File: src/rtl/gen2_inventory_ctrl.sv
// Gen2 tag-side inventory/access state controller.
// Sequences the tag state, Q, slot counter and RN16/handle for each decoded
// packet and issues at most one reply request per accepted packet.
// Optional feature macro: SLOT_TIMEOUT_EN (REPLY/ACKNOWLEDGED idle fallback).
module gen2_inventory_ctrl #(
    parameter int TIMEOUT_CYCLES = 1024
) (
    input  logic        clk,
    input  logic        reset_n,
    input  logic        packet_complete,
    input  logic [12:0] cmd_onehot,
    input  logic        crc5invalid,
    input  logic        crc16invalid,
    input  logic [3:0]  q_new,
    input  logic [2:0]  qadj_updn,
    input  logic [15:0] rn_in,
    input  logic        handle_match,
    input  logic        tx_done,
    output logic [2:0]  state,
    output logic [14:0] slot,
    output logic [3:0]  q,
    output logic [15:0] handle,
    output logic        reply_req,
    output logic [2:0]  reply_type,
    output logic        reply_busy
);

    typedef enum logic [2:0] {
        READY        = 3'd0,
        ARBITRATE    = 3'd1,
        REPLY        = 3'd2,
        ACKNOWLEDGED = 3'd3,
        OPEN         = 3'd4
    } tag_state_t;

    localparam logic [2:0] RT_NONE   = 3'd0;
    localparam logic [2:0] RT_RN16   = 3'd1;
    localparam logic [2:0] RT_EPC    = 3'd2;
    localparam logic [2:0] RT_HANDLE = 3'd3;
    localparam logic [2:0] RT_READ   = 3'd4;
    localparam logic [2:0] RT_WRITE  = 3'd5;
    localparam logic [2:0] RT_SENSOR = 3'd6;

    localparam logic [14:0] SLOT_MAX = 15'h7FFF;

    // The idle counter is 11 bits wide, so the threshold must fit in it.
    if (TIMEOUT_CYCLES < 1 || TIMEOUT_CYCLES > 2047) begin : g_bad_timeout
        $error("TIMEOUT_CYCLES must fit the 11-bit idle counter");
    end

    tag_state_t  cur_st, nst;
    logic [14:0] nslot;
    logic [3:0]  nq;
    logic [15:0] nhandle;
    logic [2:0]  rtype;
    logic        acc;
    logic [3:0]  cmd_idx;
    logic        busy_eff;
    logic        updn_ok;
    logic [3:0]  q_adj;
    logic [3:0]  q_eff;
    logic [14:0] draw_slot;
    logic        crc_ok;

`ifdef SLOT_TIMEOUT_EN
    localparam logic [10:0] TMO_LAST = 11'(TIMEOUT_CYCLES - 1);
    logic [10:0] idle_cnt;
    logic        idle_run;
    logic        tmo_fire;
`endif

    assign state = cur_st;

    // Next-state decision for the packet presented this cycle
    always_comb begin
        // lowest set command bit wins
        cmd_idx = 4'd0;
        for (int i = 12; i >= 0; i--) begin
            if (cmd_onehot[i]) cmd_idx = 4'(i);
        end
        // a tx_done on the same edge frees the controller for this packet
        busy_eff = reply_busy && !tx_done;

        updn_ok = 1'b1;
        case (qadj_updn)
            3'b110:  q_adj = (q == 4'd15) ? 4'd15 : q + 4'd1;
            3'b011:  q_adj = (q == 4'd0) ? 4'd0 : q - 4'd1;
            3'b000:  q_adj = q;
            default: begin
                q_adj   = q;
                updn_ok = 1'b0;
            end
        endcase
        q_eff     = (cmd_idx == 4'd2) ? q_new : q_adj;
        draw_slot = rn_in[14:0] & ~(SLOT_MAX << q_eff);
        crc_ok    = !crc16invalid || !(cmd_idx == 4'd7 || cmd_idx == 4'd8 || cmd_idx == 4'd11);

        acc     = 1'b0;
        nst     = cur_st;
        nslot   = slot;
        nq      = q;
        nhandle = handle;
        rtype   = RT_NONE;

        if (packet_complete && !busy_eff && (cmd_onehot != 13'd0)) begin
            case (cmd_idx)
                4'd0: begin // QueryRep
                    if (cur_st == ARBITRATE) begin
                        acc   = 1'b1;
                        nslot = slot - 15'd1; // 0 wraps to 7FFF
                        if (slot == 15'd1) begin
                            nst     = REPLY;
                            nhandle = rn_in;
                            rtype   = RT_RN16;
                        end
                    end else if (cur_st == REPLY) begin
                        acc   = 1'b1;
                        nst   = ARBITRATE;
                        nslot = SLOT_MAX;
                    end else if (cur_st == ACKNOWLEDGED || cur_st == OPEN) begin
                        acc = 1'b1;
                        nst = READY;
                    end
                end
                4'd1: begin // Ack
                    if (cur_st inside {REPLY, ACKNOWLEDGED, OPEN}) begin
                        acc = 1'b1;
                        if (handle_match) begin
                            if (cur_st != OPEN) nst = ACKNOWLEDGED;
                            rtype = RT_EPC;
                        end else begin
                            nst   = ARBITRATE;
                            nslot = SLOT_MAX;
                        end
                    end
                end
                4'd2: begin // Query
                    if (!crc5invalid) begin
                        acc   = 1'b1;
                        nq    = q_new;
                        nslot = draw_slot;
                        if (draw_slot == 15'd0) begin
                            nst     = REPLY;
                            nhandle = rn_in;
                            rtype   = RT_RN16;
                        end else begin
                            nst = ARBITRATE;
                        end
                    end
                end
                4'd3: begin // QueryAdj
                    if (updn_ok) begin
                        if (cur_st == ARBITRATE || cur_st == REPLY) begin
                            acc   = 1'b1;
                            nq    = q_adj;
                            nslot = draw_slot;
                            if (draw_slot == 15'd0) begin
                                nst     = REPLY;
                                nhandle = rn_in;
                                rtype   = RT_RN16;
                            end else begin
                                nst = ARBITRATE;
                            end
                        end else if (cur_st == ACKNOWLEDGED || cur_st == OPEN) begin
                            acc = 1'b1;
                            nst = READY;
                        end
                    end
                end
                4'd4: begin // Select
                    if (!crc16invalid) begin
                        acc = 1'b1;
                        nst = READY;
                    end
                end
                4'd5: begin // Nack
                    if (cur_st != READY) begin
                        acc   = 1'b1;
                        nst   = ARBITRATE;
                        nslot = SLOT_MAX;
                    end
                end
                4'd6: begin // ReqRN
                    if (!crc16invalid && handle_match) begin
                        if (cur_st == ACKNOWLEDGED) begin
                            acc     = 1'b1;
                            nhandle = rn_in;
                            nst     = OPEN;
                            rtype   = RT_HANDLE;
                        end else if (cur_st == OPEN) begin
                            acc   = 1'b1;
                            rtype = RT_RN16;
                        end
                    end
                end
                default: begin // Read, Write, sensor/custom
                    if (cur_st == OPEN && handle_match && crc_ok) begin
                        acc = 1'b1;
                        if (cmd_idx == 4'd7)      rtype = RT_READ;
                        else if (cmd_idx == 4'd8) rtype = RT_WRITE;
                        else                      rtype = RT_SENSOR;
                    end
                end
            endcase
        end

`ifdef SLOT_TIMEOUT_EN
        idle_run = (cur_st == REPLY || cur_st == ACKNOWLEDGED) && !reply_busy && !acc;
        tmo_fire = idle_run && (idle_cnt == TMO_LAST);
        if (tmo_fire) begin
            nst   = ARBITRATE;
            nslot = SLOT_MAX;
        end
`endif
    end

    // Tag state, counters and reply handshake registers
    always_ff @(posedge clk or negedge reset_n) begin
        if (!reset_n) begin
            cur_st     <= READY;
            slot       <= 15'd0;
            q          <= 4'd0;
            handle     <= 16'd0;
            reply_req  <= 1'b0;
            reply_type <= RT_NONE;
            reply_busy <= 1'b0;
`ifdef SLOT_TIMEOUT_EN
            idle_cnt   <= 11'd0;
`endif
        end else begin
            cur_st    <= nst;
            slot      <= nslot;
            q         <= nq;
            handle    <= nhandle;
            reply_req <= (rtype != RT_NONE);
            if (rtype != RT_NONE) begin
                reply_type <= rtype;
                reply_busy <= 1'b1;
            end else if (tx_done) begin
                reply_busy <= 1'b0;
            end
`ifdef SLOT_TIMEOUT_EN
            if (!idle_run || tmo_fire) idle_cnt <= 11'd0;
            else                       idle_cnt <= idle_cnt + 11'd1;
`endif
        end
    end

endmodule

File: config.mk
export PLATFORM = sky130hd
export DESIGN_NAME = gen2_inventory_ctrl
export DESIGN_NICKNAME = d
export VERILOG_FILES = /design/src/rtl/gen2_inventory_ctrl.sv
export SDC_FILE = /design/constraint.sdc
export NUM_CORES = 1
export LEC_CHECK = 0
export BUFFER_PORTS_ARGS = -buffer_cell sky130_fd_sc_hd__buf_4
export CAP_MARGIN = 25
export CORE_AREA = 8 8 106 108
export DETAILED_ROUTE_END_ITERATION = 6
export DIE_AREA = 0 0 114 116
export GPL_TIMING_DRIVEN = 0
export PLACE_DENSITY = 0.71
export SLEW_MARGIN = 0
export SYNTH_ARGS = -nofsm -noshare
export SYNTH_HDL_FRONTEND = slang
export SYNTH_SLANG_ARGS = --single-unit
File: constraint.sdc
create_clock -name clk -period 4.4 [get_ports clk]
set_clock_uncertainty 0.15 [all_clocks]
set_input_delay 1.1 -clock clk [delete_from_list [all_inputs] [get_ports clk]]
set_output_delay 1.1 -clock clk [all_outputs]
set_load 0.03 [all_outputs]
; After elaboration in Yosys (flattened, before gate mapping)
; Index checks and enable logic that the tools add are counted.
[classes]
muxes = 74
shift = 1
n_reduce_logical = 34
n_addsub = 3
bitwise = 2
n_eq_ne = 32
[op_table]
columns = operator, count
row1 = $mux 16, 8
row2 = $mux 15, 8
row3 = $mux 4, 19
row4 = $pmux 15 s5, 1
row5 = $pmux 16 s4, 1
row6 = $mux 3, 18
row7 = $ne 2x2->1 const B, 11
row8 = $pmux 3 s7, 1
row9 = $pmux 3 s6, 1
row10 = $reduce_and 9->1, 2
row11 = $eq 4x3->1 const B, 4
row12 = $pmux 4 s2, 2
row13 = $and 15x15->15, 1
row14 = $eq 15x1->1 const B, 1
row15 = $logic_not 15->1, 1
row16 = $not 15->15, 1
row17 = $shl 15x4->15 const A, 1
row18 = $sub 15x1->15 const B, 1
row19 = $mux 2, 7
row20 = $reduce_bool 13->1, 1
row21 = $eq 4x4->1 const B, 3
row22 = $ne 3x3->1 const B, 4
row23 = $reduce_and 11->1, 1
row24 = $eq 3x2->1 const B, 3
row25 = 20 further kinds, 45
[word_totals]
word_cells = 153
register_bits = 43

; Depth between registers and ports, before layout
; Gate-level depths: netlist of run 1.
[depth]
depth_word = 26
depth_mapped = 13

; Worst setup path before layout of run 1
; OpenSTA, ideal clock, no wires.
[synth_path]
path_kind = input port to flip-flop
start = input qadj_updn[2]
end = register handle[10]
required_time_ps = 4125
path_stages = 11
path_slack_ps = 662
arrival_ps = 3463
cell_sequence = buf_6 -> and3b_1 -> a22oi_1 -> and2_1 -> o311a_1 -> o21a_1 -> nor2_2 -> nand4_2 -> o31ai_4 -> buf_12 -> mux2_4
[synth_via]
elab_chain_len = 11
[synth_lines]
columns = element, line_no
row1 = from (decl), 15  ; input logic [2:0] qadj_updn,
row2 = $eq 3x2->1 or $eq 3x3->1 (tied branches), 85  ; case (qadj_updn)
row3 = $pmux 4 s2, 85
row4 = $mux 4, 94  ; q_eff = (cmd_idx == 4'd2) ? q_new : q_adj;
row5 = $shl 15x4->15, 95  ; draw_slot = rn_in[14:0] & ~(SLOT_MAX << q_eff);
row6 = $not 15->15, 95
row7 = $and 15x15->15, 95
row8 = $logic_not 15->1, "142, 157"
row9 = $mux 16 (3 in series), --
row10 = $pmux 16 s4, --
row11 = to (signal assigned), 234  ; handle <= nhandle;
row12 = to (decl), 22  ; output logic [15:0] handle,
; Parallel ways exist; a longest one is shown, timed or not. The select of a mux whose other input is x is not followed.
; A chain may end at the register's enable or synchronous reset.

; Final worst setup path of run 1
[layout_path]
start = input qadj_updn[0]
end = register handle[6]
; Same word-level chain as after synthesis.

==> reports/metrics.yaml, run 1 <==
status: "finished, final reports clean"
rsz0062_at_grt: "false"
fmax_mhz: 250
coreArea_um2: 9550
portBuffers: 79
path_max_fanout: 10
crit_required_ns: 4.44
max-vdd-ir-drop_uv: 246
p_leak_nw: 1.91
post_cts_resized: 0
yosys-top-cells-area: "dfrtp_1, a21oi_1, mux2_4"
drtIter0Drc: 245
grt_first_pass_wirelength_um: 19900
tritoncts: "done"
grt_usage: 0.183
stdcell_count: 657
total_power_mw: 1.99
vias: 3958
clockBufferDepth: 2
io_pins: 86
placed_area_um2: 4510
finalHoldViolations: 0
vias_per_cell: 6.02
final_cell_area_um2: 4600
die_w_um: 114
synthArstFlopShare: 1.00
timing.rr.start: "q[0]$_DFFE_PN0P_"
clk-insertion-delay-late_ns: 0.30
antenna_left: 0
fin_nets: 571
htree_levels: 2
mostFrequentLayoutCell: "buf_4"
diodes: 0
yosysWarningCount: 0
clock_sinks: 43
gp_congestion: 0.919
end_kind: "flop"
min_path_type: "reg2reg"
layout_min_cycle_time_ns: 4.00
synth_nets: 485
cts-root-buf: "clkbuf_8"
cp-start-kind: "input pin"
grt_pass1_vias: 3909
grt.overflow.total: 0
drive_above_1_share: 0.258
met1_usage: 0.238
fin_crit_sh: 0.910
grtUsageMet3: 0.0339
area_growth_pct: 22.5
avgRoutedWirePerCell_um: 18.3
ys_seq_area_frac: 0.287
synth_edf_count: 0
setup_viol_count_final: 0
syn_inst: 437
clk_pin_slew_ns: 0.09
start_util: 0.393
maxSlewViolCount: 0
synth_area_leader_cell: "dfrtp_1"
reg2reg_to: "handle[6]$_DFFE_PN0P_"
r2r_cells: 12
relSlewSlack: 0.451
worstHoldEndpoint: "reply_busy$_DFFE_PN0P_"
num_rows: 36
cap_violations: 0
place_inst: 649
worst_slew_pin_slew_ns: 0.822
synth-main-ff-cell: "dfrtp_1"
grtUsageMet2: 0.309
drtPass1Iterations: 5
synth_cell_types: 78
die_area_um2: 13200
setup_ws_ns: 0.395
dp.final_hpwl_um: 9180
dp_slack_ns: 0.151
path_class: "in2reg"
cts_setup_buffers: 0
hold_buffers: 0
grt.busiest_layer: "met2"
drc_errors: 0
whs_path_depth: 2
mostFrequentLayoutCells: "buf_4, dfrtp_1, a21oi_1"
cts_inserted_buffers: 5
antenna_found_initial: 0
synth_top_area_share: 0.287
synth_seq_cells: 43
totalWireLength_um: 12000
min_from: "reply_busy$_DFFE_PN0P_"
ff2ff_setup_slack_ns: 0.53
die_y_um: 116
powerDensity_nw_per_um2: 433
grt_max_degree: 44
avgSynthCellArea_um2: 8.59
finalSetupTns_ns: 0
syn_area_um2: 3750
critPathArrivalTime_ns: 4.04
-- flip-flops by register name, summed over array words and instances, names as in the netlist --
| register | count |
|---|---|
| handle | 16 |
| slot | 15 |
| q | 4 |
| reply_type | 3 |
| state | 3 |
| reply_busy | 1 |
| reply_req | 1 |
-- worst max-delay path by stage --
stage	end	slack, ns	cells past startpoint	start
global placement	handle[8]$_DFFE_PN0P_	0.15	10	qadj_updn[0]
global route	handle[6]$_DFFE_PN0P_	0.29	10	qadj_updn[0]
CTS	handle[6]$_DFFE_PN0P_	0.46	10	qadj_updn[0]
finish	handle[6]$_DFFE_PN0P_	0.40	10	qadj_updn[0]
detailed placement	handle[6]$_DFFE_PN0P_	0.15	10	qadj_updn[0]
floorplan	handle[10]$_DFFE_PN0P_	0.66	11	qadj_updn[2]
-- per-stage QoR --
stage,util,hold slack [ns]
6_report,0.482,0.373
4_1_cts,0.482,0.375
3_3_place_gp,0.473,0.344
3_5_place_dp,0.473,0.348
5_1_grt,0.482,0.385
2_1_floorplan,-,0.539
-- layer usage --
metal | up-vias | routed length [um]
li1 | 1881 | -
met1 | 1928 | 5360
met2 | 137 | 5840
met3 | 12 | 740
met4 | 0 | 105
met5 | - | 0
-- area by class of cell --
type	count	area [um^2]
Clock buffer	6	72.6
Fill cell	979	4950
Timing Repair Buffer	79	593
Tap cell	133	166
Sequential cell	43	1080
Multi-Input combinational cell	350	2460
Buffer	26	153
Clock inverter	2	12.5
Inverter	18	67.6
-- cells by family after synthesis --
logic type / synth area share
adder cells (fa/ha/maj): 0.0167
AO/OA/AOI/OAI: 0.321
XOR/XNOR: 0.00700
flip-flops: 0.287
buffers and inverters: 0.0586
multiplexers: 0.0640
AND/OR/NAND/NOR: 0.246
-- worst max-delay path, cell delays in order --
cell      delay [ns]
buf_2           0.16
nand3b_1        0.26
o31ai_1         0.43
o21a_2          0.25
a21oi_2         0.15
o21ai_0         0.41
nand4_2         0.18
o31ai_4         0.57
buf_12          0.22
mux2_4          0.31
-- Yosys cell counts, drive strengths merged, types with 4 or more instances --
cell type	n
nand4b	4
nor2b	5
inv	18
nor2	29
a31oi	12
nand4	8
and2	7
o22a	15
a21oi	38
o21a	4
nand3b	4
nand3	12
nor3b	4
nand2b	7
o211ai	11
mux2	18
nor4	8
buf	11
and3	7
o21ai	23
or3	11
a32oi	8
o31ai	9
clkbuf	15
nand2	26
dfrtp	43
nor3	10
or4	5
a21o	5
ha	5
-- power breakdown --
part	internal (mW)	total (mW)	switching (mW)	leakage, nW
clock	0.111	0.265	0.153	0.0412
combinational	0.428	1.06	0.633	1.34
sequential	0.514	0.664	0.151	0.526
total	1.05	1.99	0.937	1.91
(Power assumes the default switching activity.)
==> run 2, diff against run 1 <==
- CELL_PAD_IN_SITES_DETAIL_PLACEMENT: unset -> 0
- CELL_PAD_IN_SITES_GLOBAL_PLACEMENT: unset -> 1
- PLACE_DENSITY: 0.71 -> unset
- PLACE_DENSITY_LB_ADDON: unset -> 0.1
==> run 2 against run 1 <==
Worst setup slack got worse by 0.017 ns. Power is 0.24% higher. Register-to-register slack worse by 0.02 ns. Sequential cell count unchanged. Final cell count unchanged. First-iteration DRC count fell by 12%. Utilization unchanged. Sequential power about the same. Sequential share of layout area is the same. Maximum frequency fell by 0.42%. Critical path type unchanged. Critical endpoint is now handle[8]$_DFFE_PN0P_. Highest routed layer unchanged.
==> reports/metrics.yaml, run 2 (synthesis results as in run 1) <==
status: "finished, final reports clean"  # unchanged
clk_pin_slew_ns: 0.09  # about the same
final_core_util: 0.482  # unchanged
final_cell_area_um2: 4600  # unchanged
antenna_found_initial: 0  # unchanged
mostFrequentLayoutCells: "buf_4, dfrtp_1, a21oi_1"  # unchanged
nFillCells: 972  # was 979
post_cts_resized: 0  # unchanged
top_regs: "handle: 16 flops, slot: 15 flops, q: 4 flops"  # unchanged
highest_layer: "met4"  # unchanged
wl_met1_um: 5730  # was 5360 um
cap_violations: 0  # unchanged
p_sw_uw: 942  # was 937 uW
relSlewSlack: 0.462  # was 0.451
drtPass1Iterations: 5  # unchanged
cp-start-kind: "input pin"  # unchanged
critPathArrivalTime_ns: 4.06  # was 4.04 ns
drive_above_1_share: 0.258  # unchanged
total_power_mw: 2.00  # was 1.99 mW
die_w_um: 114  # unchanged
die_area_um2: 13200  # unchanged
finalSetupTns_ns: 0  # unchanged
met2_length_um: 5950  # was 5840 um
grt_first_pass_wirelength_um: 20600  # was 19900 um
powerDensity_nw_per_um2: 434  # was 433 nW/um^2
hold_ws_ns: 0.366  # was 0.373 ns
end_kind: "flop"  # unchanged
drtIter0Drc: 215  # was 245
path_max_fanout: 10  # unchanged
cts_setup_buffers: 0  # unchanged
drc_errors: 0  # unchanged
io_pins: 86  # unchanged
coreArea_um2: 9550  # unchanged
maxSlewViolCount: 0  # unchanged
vias: 3943  # was 3958
p_leak_nw: 1.91  # unchanged
clk-insertion-delay-late_ns: 0.30  # about the same
die_y_um: 116  # unchanged
avgRoutedWirePerCell_um: 19.1  # was 18.3 um
grt.overflow.total: 0  # unchanged
portBuffers: 79  # unchanged
grt_pass1_vias: 3952  # was 3909
start_util: 0.393  # unchanged
layout_min_cycle_time_ns: 4.02  # was 4.00 ns
multiInputGateArea_um2: 2460  # unchanged
worst_slew_pin_slew_ns: 0.805  # was 0.822 ns
grt_max_degree: 44  # unchanged
place_inst: 649  # unchanged
fmax_mhz: 249  # was 250 MHz
cp_slowest_cell: "o31ai_4"  # unchanged
cts-root-buf: "clkbuf_8"  # unchanged
clock_sinks: 43  # unchanged
min_path_type: "reg2reg"  # unchanged
max-vdd-ir-drop_uv: 221  # was 246 uV
setup_viol_count_final: 0  # unchanged
stdcell_count: 657  # unchanged
placed_area_um2: 4510  # unchanged
grt_usage: 0.191  # was 0.183
p_sw_frac: 0.472  # was 0.471
vias_per_cell: 6.00  # was 6.02
mostFrequentLayoutCell: "buf_4"  # unchanged
setup_ws_ns: 0.379  # was 0.395 ns
antenna_left: 0  # unchanged
path_class: "in2reg"  # unchanged
htree_levels: 2  # unchanged
combinationalPowerShare: 0.534  # was 0.533
crit_required_ns: 4.44  # about the same
largest_register_ffs: 16  # unchanged
finalHoldViolations: 0  # unchanged
power.internal_mw: 1.05  # about the same
regArea_um2: 1080  # unchanged
rsz0062_at_grt: "false"  # unchanged
regMostFlops: "handle"  # unchanged
cpPeakStageDelay_ns: 0.55  # was 0.57 ns
area_growth_pct: 22.5  # unchanged
pwr-share-clk: 0.132  # was 0.133
dp_slack_ns: 0.101  # was 0.151 ns
gp_congestion: 0.883  # was 0.919
tritoncts: "done"  # unchanged
seqPwrFrac: 0.333  # was 0.334
fin_crit_sh: 0.914  # was 0.910
totalWireLength_um: 12500  # was 12000 um
hold_buffers: 0  # unchanged
num_rows: 36  # unchanged
dp.final_hpwl_um: 9620  # was 9180 um
cts_inserted_buffers: 5  # unchanged
wl_met3_um: 755  # was 740 um
fin_nets: 571  # unchanged
diodes: 0  # unchanged
clockBufferDepth: 2  # unchanged
path_cells: "buf_2 > nand3b_1 > o31ai_1 > o21a_2 > a21oi_2 > a21boi_0 > o211ai_1 > o31ai_4 > buf_12 > mux2_4"  # was buf_2 > nand3b_1 > o31ai_1 > o21a_2 > a21oi_2 > o21ai_0 > nand4_2 > o31ai_4 > buf_12 > mux2_4
## run 2: cell counts in the layout (fill, tap and decap cells not counted)
Identical to the previous run, type by type.
## run 2: routing by layer
| layer | vias up | track usage |
|---|---|---|
| met5 | - | 0 |
| met4 | 0 | 0.0302 |
| met3 | 8 | 0.0360 |
| met2 | 134 | 0.321 |
| met1 | 1911 | 0.254 |
| li1 | 1890 | - |
## run 2: final timing paths
check,from,end,slack [ns],cells after the start
hold reg to reg,handle[1]$_DFFE_PN0P_,handle[1]$_DFFE_PN0P_,0.37,1
setup reg to reg,q[0]$_DFFE_PN0P_,handle[8]$_DFFE_PN0P_,0.51,12
setup / recovery,qadj_updn[0],handle[8]$_DFFE_PN0P_,0.38,10
max in group asynchronous,reset_n,handle[2]$_DFFE_PN0P_,3.06,1
hold / removal,handle[1]$_DFFE_PN0P_,handle[1]$_DFFE_PN0P_,0.37,1
min in group asynchronous,reset_n,reply_type[2]$_DFFE_PN0P_,0.64,1
## run 2: power groups by stage
stage	combinational (mW)	sequential (mW)	clock [mW]
2_1_floorplan	0.456	0.878	0
4_1_cts	1.07	0.664	0.273
3_5_place_dp	1.07	0.672	0
5_1_grt	1.15	0.691	0.291
6_report	1.07	0.665	0.264
3_3_place_gp	1.06	0.667	0
## run 2: cell type report
cell class	count	area share
timing repair buffer	79	0.129
multi-input combinational	350	0.535
sequential	43	0.234
inverter	18	0.0147
buffer	26	0.0332
tap	133	0.0362
clock inverter	2	0.00272
clock buffer	6	0.0158
## run 2: critical path, delay by kind of cell
| family | cells | cell delay, ns |
|---|---|---|
| AO/OA/AOI/OAI | 6 | 2.01 |
| buffers and inverters | 2 | 0.37 |
| multiplexers | 1 | 0.31 |
| AND/OR/NAND/NOR | 1 | 0.26 |
==> run 3, diff against run 2 <==
- ABC_AREA: unset -> 1
==> run 3 against run 2 <==
Worst setup slack improved by 0.35 ns. Clock power rose by 22%. Design area fell by 3.8%. Non-clock buffer count fell by 12. Synthesized area fell by 6.6%. Routed wire length fell by 19%. Via count fell by 10%. Register-to-register slack improved by 0.73 ns. Critical path type unchanged.
==> reports/metrics.yaml, run 3 <==
antenna_found_initial: 0  # unchanged
yosysMostFrequentCell: "nand2_1"  # was dfrtp_1
p_leak_nw: 2.29  # was 1.91 nW
synth_top_area_share: 0.307  # was 0.287
nFillCells: 1062  # was 972
path_class: "in2reg"  # unchanged
totalWireLength_um: 10100  # was 12500 um
clk_pin_slew_ns: 0.09  # about the same
syn_inst: 511  # was 437
portBuffers: 85  # was 79
cpPeakStageDelay_ns: 0.45  # was 0.55 ns
cts_inserted_buffers: 5  # unchanged
die_area_um2: 13200  # unchanged
powerDensity_nw_per_um2: 580  # was 434 nW/um^2
maxSlewViolCount: 0  # unchanged
synth_area_leader_cell: "dfrtp_1"  # unchanged
num_rows: 36  # unchanged
placed_area_um2: 4310  # was 4510 um^2
rsz0062_at_grt: "false"  # unchanged
clockBufferDepth: 2  # unchanged
cap_violations: 0  # unchanged
layout_min_cycle_time_ns: 3.67  # was 4.02 ns
grt_pass1_vias: 3510  # was 3952
coreArea_um2: 9550  # unchanged
largest_register_ffs: 16  # unchanged
setup_ws_ns: 0.733  # was 0.379 ns
synth_common_cells: "nand2_1, inv_1, nor2_1"  # was dfrtp_1, a21oi_1, nor2_1
critPathArrivalTime_ns: 3.70  # was 4.06 ns
whs_path_depth: 2  # was 1
synth_nets: 559  # was 485
antenna_left: 0  # unchanged
clk-insertion-delay-late_ns: 0.31  # was 0.30 ns
grt.overflow.total: 0  # unchanged
vias_per_cell: 4.80  # was 6.00
mostFrequentLayoutCell: "nand2_1"  # was buf_4
cp-start-kind: "input pin"  # unchanged
yosys-top-cells-area: "dfrtp_1, nand2_1, inv_1"  # was dfrtp_1, a21oi_1, mux2_4
dp_slack_ns: 0.477  # was 0.101 ns
diodes: 0  # unchanged
grt_max_degree: 44  # unchanged
r2r_cells: 20  # was 12
path_cells: "buf_4 > nand2_1 > nand2_1 > nand2_1 > nand2_1 > nand2_1 > nand2_1 > nand2_1 > nand2_1 > nand2_2 > inv_2 > o21bai_1 > nand2_1 > nor2_1 > inv_1 > o2111ai_2 > nor2_1 > buf_2 > o211ai_1 > o21ai_1"  # was buf_2 > nand3b_1 > o31ai_1 > o21a_2 > a21oi_2 > a21boi_0 > o211ai_1 > o31ai_4 > buf_12 > mux2_4
syn_area_um2: 3510  # was 3750 um^2
fin_nets: 651  # was 571
area_growth_pct: 26.1  # was 22.5%
hold_buffers: 0  # unchanged
drive_above_1_share: 0.275  # was 0.258
avgSynthCellArea_um2: 6.87  # was 8.59 um^2
yosysWarningCount: 0  # unchanged
worst_slew_pin_slew_ns: 0.819  # was 0.805 ns
grt_first_pass_wirelength_um: 16500  # was 20600 um
fmax_mhz: 273  # was 249 MHz
mostFrequentLayoutCells: "nand2_1, buf_4, inv_1"  # was buf_4, dfrtp_1, a21oi_1
synth-main-ff-cell: "dfrtp_1"  # unchanged
pwr-share-clk: 0.125  # was 0.132
post_cts_resized: 0  # unchanged
combinationalPowerShare: 0.581  # was 0.534
max-vdd-ir-drop_uv: 286  # was 221 uV
status: "finished, final reports clean"  # unchanged
grt_usage: 0.154  # was 0.191
gp_congestion: 0.877  # was 0.883
regMostFlops: "handle"  # unchanged
crit_required_ns: 4.43  # was 4.44 ns
drtIter0Drc: 217  # was 215
end_kind: "flop"  # unchanged
relSlewSlack: 0.450  # was 0.462
cp_num_cells: 20  # was 10
top_regs: "handle: 16 flops, slot: 15 flops, q: 4 flops"  # unchanged
p_sw_frac: 0.503  # was 0.472
drtPass1Iterations: 4  # was 5
setup_viol_count_final: 0  # unchanged
drc_errors: 0  # unchanged
critical-path-top-delay-family: "simple AND/OR/NAND/NOR gates"  # was compound AO/OA/AOI/OAI gates
htree_levels: 2  # unchanged
path_buf_inv: 4  # was 2
clock_sinks: 43  # unchanged
die_w_um: 114  # unchanged
start_util: 0.367  # was 0.393
synth_cell_types: 41  # was 78
io_pins: 86  # unchanged
path_max_fanout: 10  # unchanged
cts-root-buf: "clkbuf_8"  # unchanged
finalHoldViolations: 0  # unchanged
synth_edf_count: 0  # unchanged
min_path_type: "reg2reg"  # unchanged
cts_setup_buffers: 0  # unchanged
fin_crit_sh: 0.833  # was 0.914
vias: 3541  # was 3943
seqPwrFrac: 0.293  # was 0.333
die_y_um: 116  # unchanged
avgRoutedWirePerCell_um: 13.7  # was 19.1 um
cp_common_cell: "nand2_1"
p_sw_mw: 1.29  # was 942 uW
dp.final_hpwl_um: 8100  # was 9620 um
cp_slowest_cell: "o2111ai_2"  # was o31ai_4
tritoncts: "done"  # unchanged
finalSetupTns_ns: 0  # unchanged
synthArstFlopShare: 1.00  # unchanged
final_cell_area_um2: 4430  # was 4600 um^2
ys_seq_area_frac: 0.307  # was 0.287
power.internal_mw: 1.28  # was 1.05 mW
synth_seq_cells: 43  # unchanged
-- run 3: routing by layer --
layer	track usage	wire, um
met1	0.197	4820
met2	0.247	4490
met3	0.0422	699
met4	0.0444	110
met5	0	0
-- run 3: path summary, 6_finish.rpt --
path                                       start                endpoint  slack [ns]
hold reg to reg            handle[1]$_DFFE_PN0P_   handle[1]$_DFFE_PN0P_        0.34
min in group asynchronous                reset_n    state[2]$_DFFE_PN0P_        0.63
setup reg to reg                q[0]$_DFFE_PN0P_  handle[12]$_DFFE_PN0P_        1.24
setup / recovery                  cmd_onehot[11]    slot[10]$_DFFE_PN0P_        0.73
max in group asynchronous                reset_n     slot[2]$_DFFE_PN0P_        3.07
hold / removal             handle[1]$_DFFE_PN0P_   handle[1]$_DFFE_PN0P_        0.34
-- run 3: layout make-up --
cell class | instances | area [um^2] | share of cell area
inverter | 93 | 349 | 0.0789
buffer | 8 | 63.8 | 0.0144
clock buffer | 5 | 68.8 | 0.0155
timing repair buffer | 85 | 638 | 0.144
clock inverter | 3 | 43.8 | 0.00990
tap | 133 | 166 | 0.0376
sequential | 43 | 1080 | 0.243
multi-input combinational | 367 | 2020 | 0.456
-- run 3: power groups by stage --
| stage | sequential [mW] | combinational (mW) | clock, mW |
|---|---|---|---|
| after global routing | 0.784 | 1.63 | 0.348 |
| after global placement | 0.755 | 1.49 | 0 |
| after detailed placement | 0.757 | 1.50 | 0 |
| after CTS | 0.753 | 1.51 | 0.333 |
| after floorplan | 1.09 | 0.646 | 0 |
| final | 0.753 | 1.49 | 0.322 |
-- run 3: logic make-up (layout without fill, tap and decap cells) --
logic type / count (synthesis) / in the layout / synth area share
DFF: 43 / 43 / 0.307
AOI/OAI and AO/OA: 97 / 97 / 0.187
xor gates and xnor gates: 7 / 7 / 0.0175
buffers and inverters: 101 / 194 / 0.118
and+or+nand+nor: 258 / 258 / 0.353
adders and majority gates: 5 / 5 / 0.0178
-- run 3: worst min-delay path, cell delays in order, from the launching register on --
cell and delay, ns:
dfrtp_1 0.35, nand2_1 0.06, o21ai_2 0.04
-- run 3: through the flow --
stage               power (mW)  utilization  hold slack (ns)  std cells
finish                    2.57        0.463            0.335        737
global route              2.77        0.463            0.372        737
CTS                       2.59        0.463            0.345        737
detailed placement        2.26        0.452            0.323        729
global placement          2.25        0.452            0.318        729
floorplan                 1.73            -            0.512        511
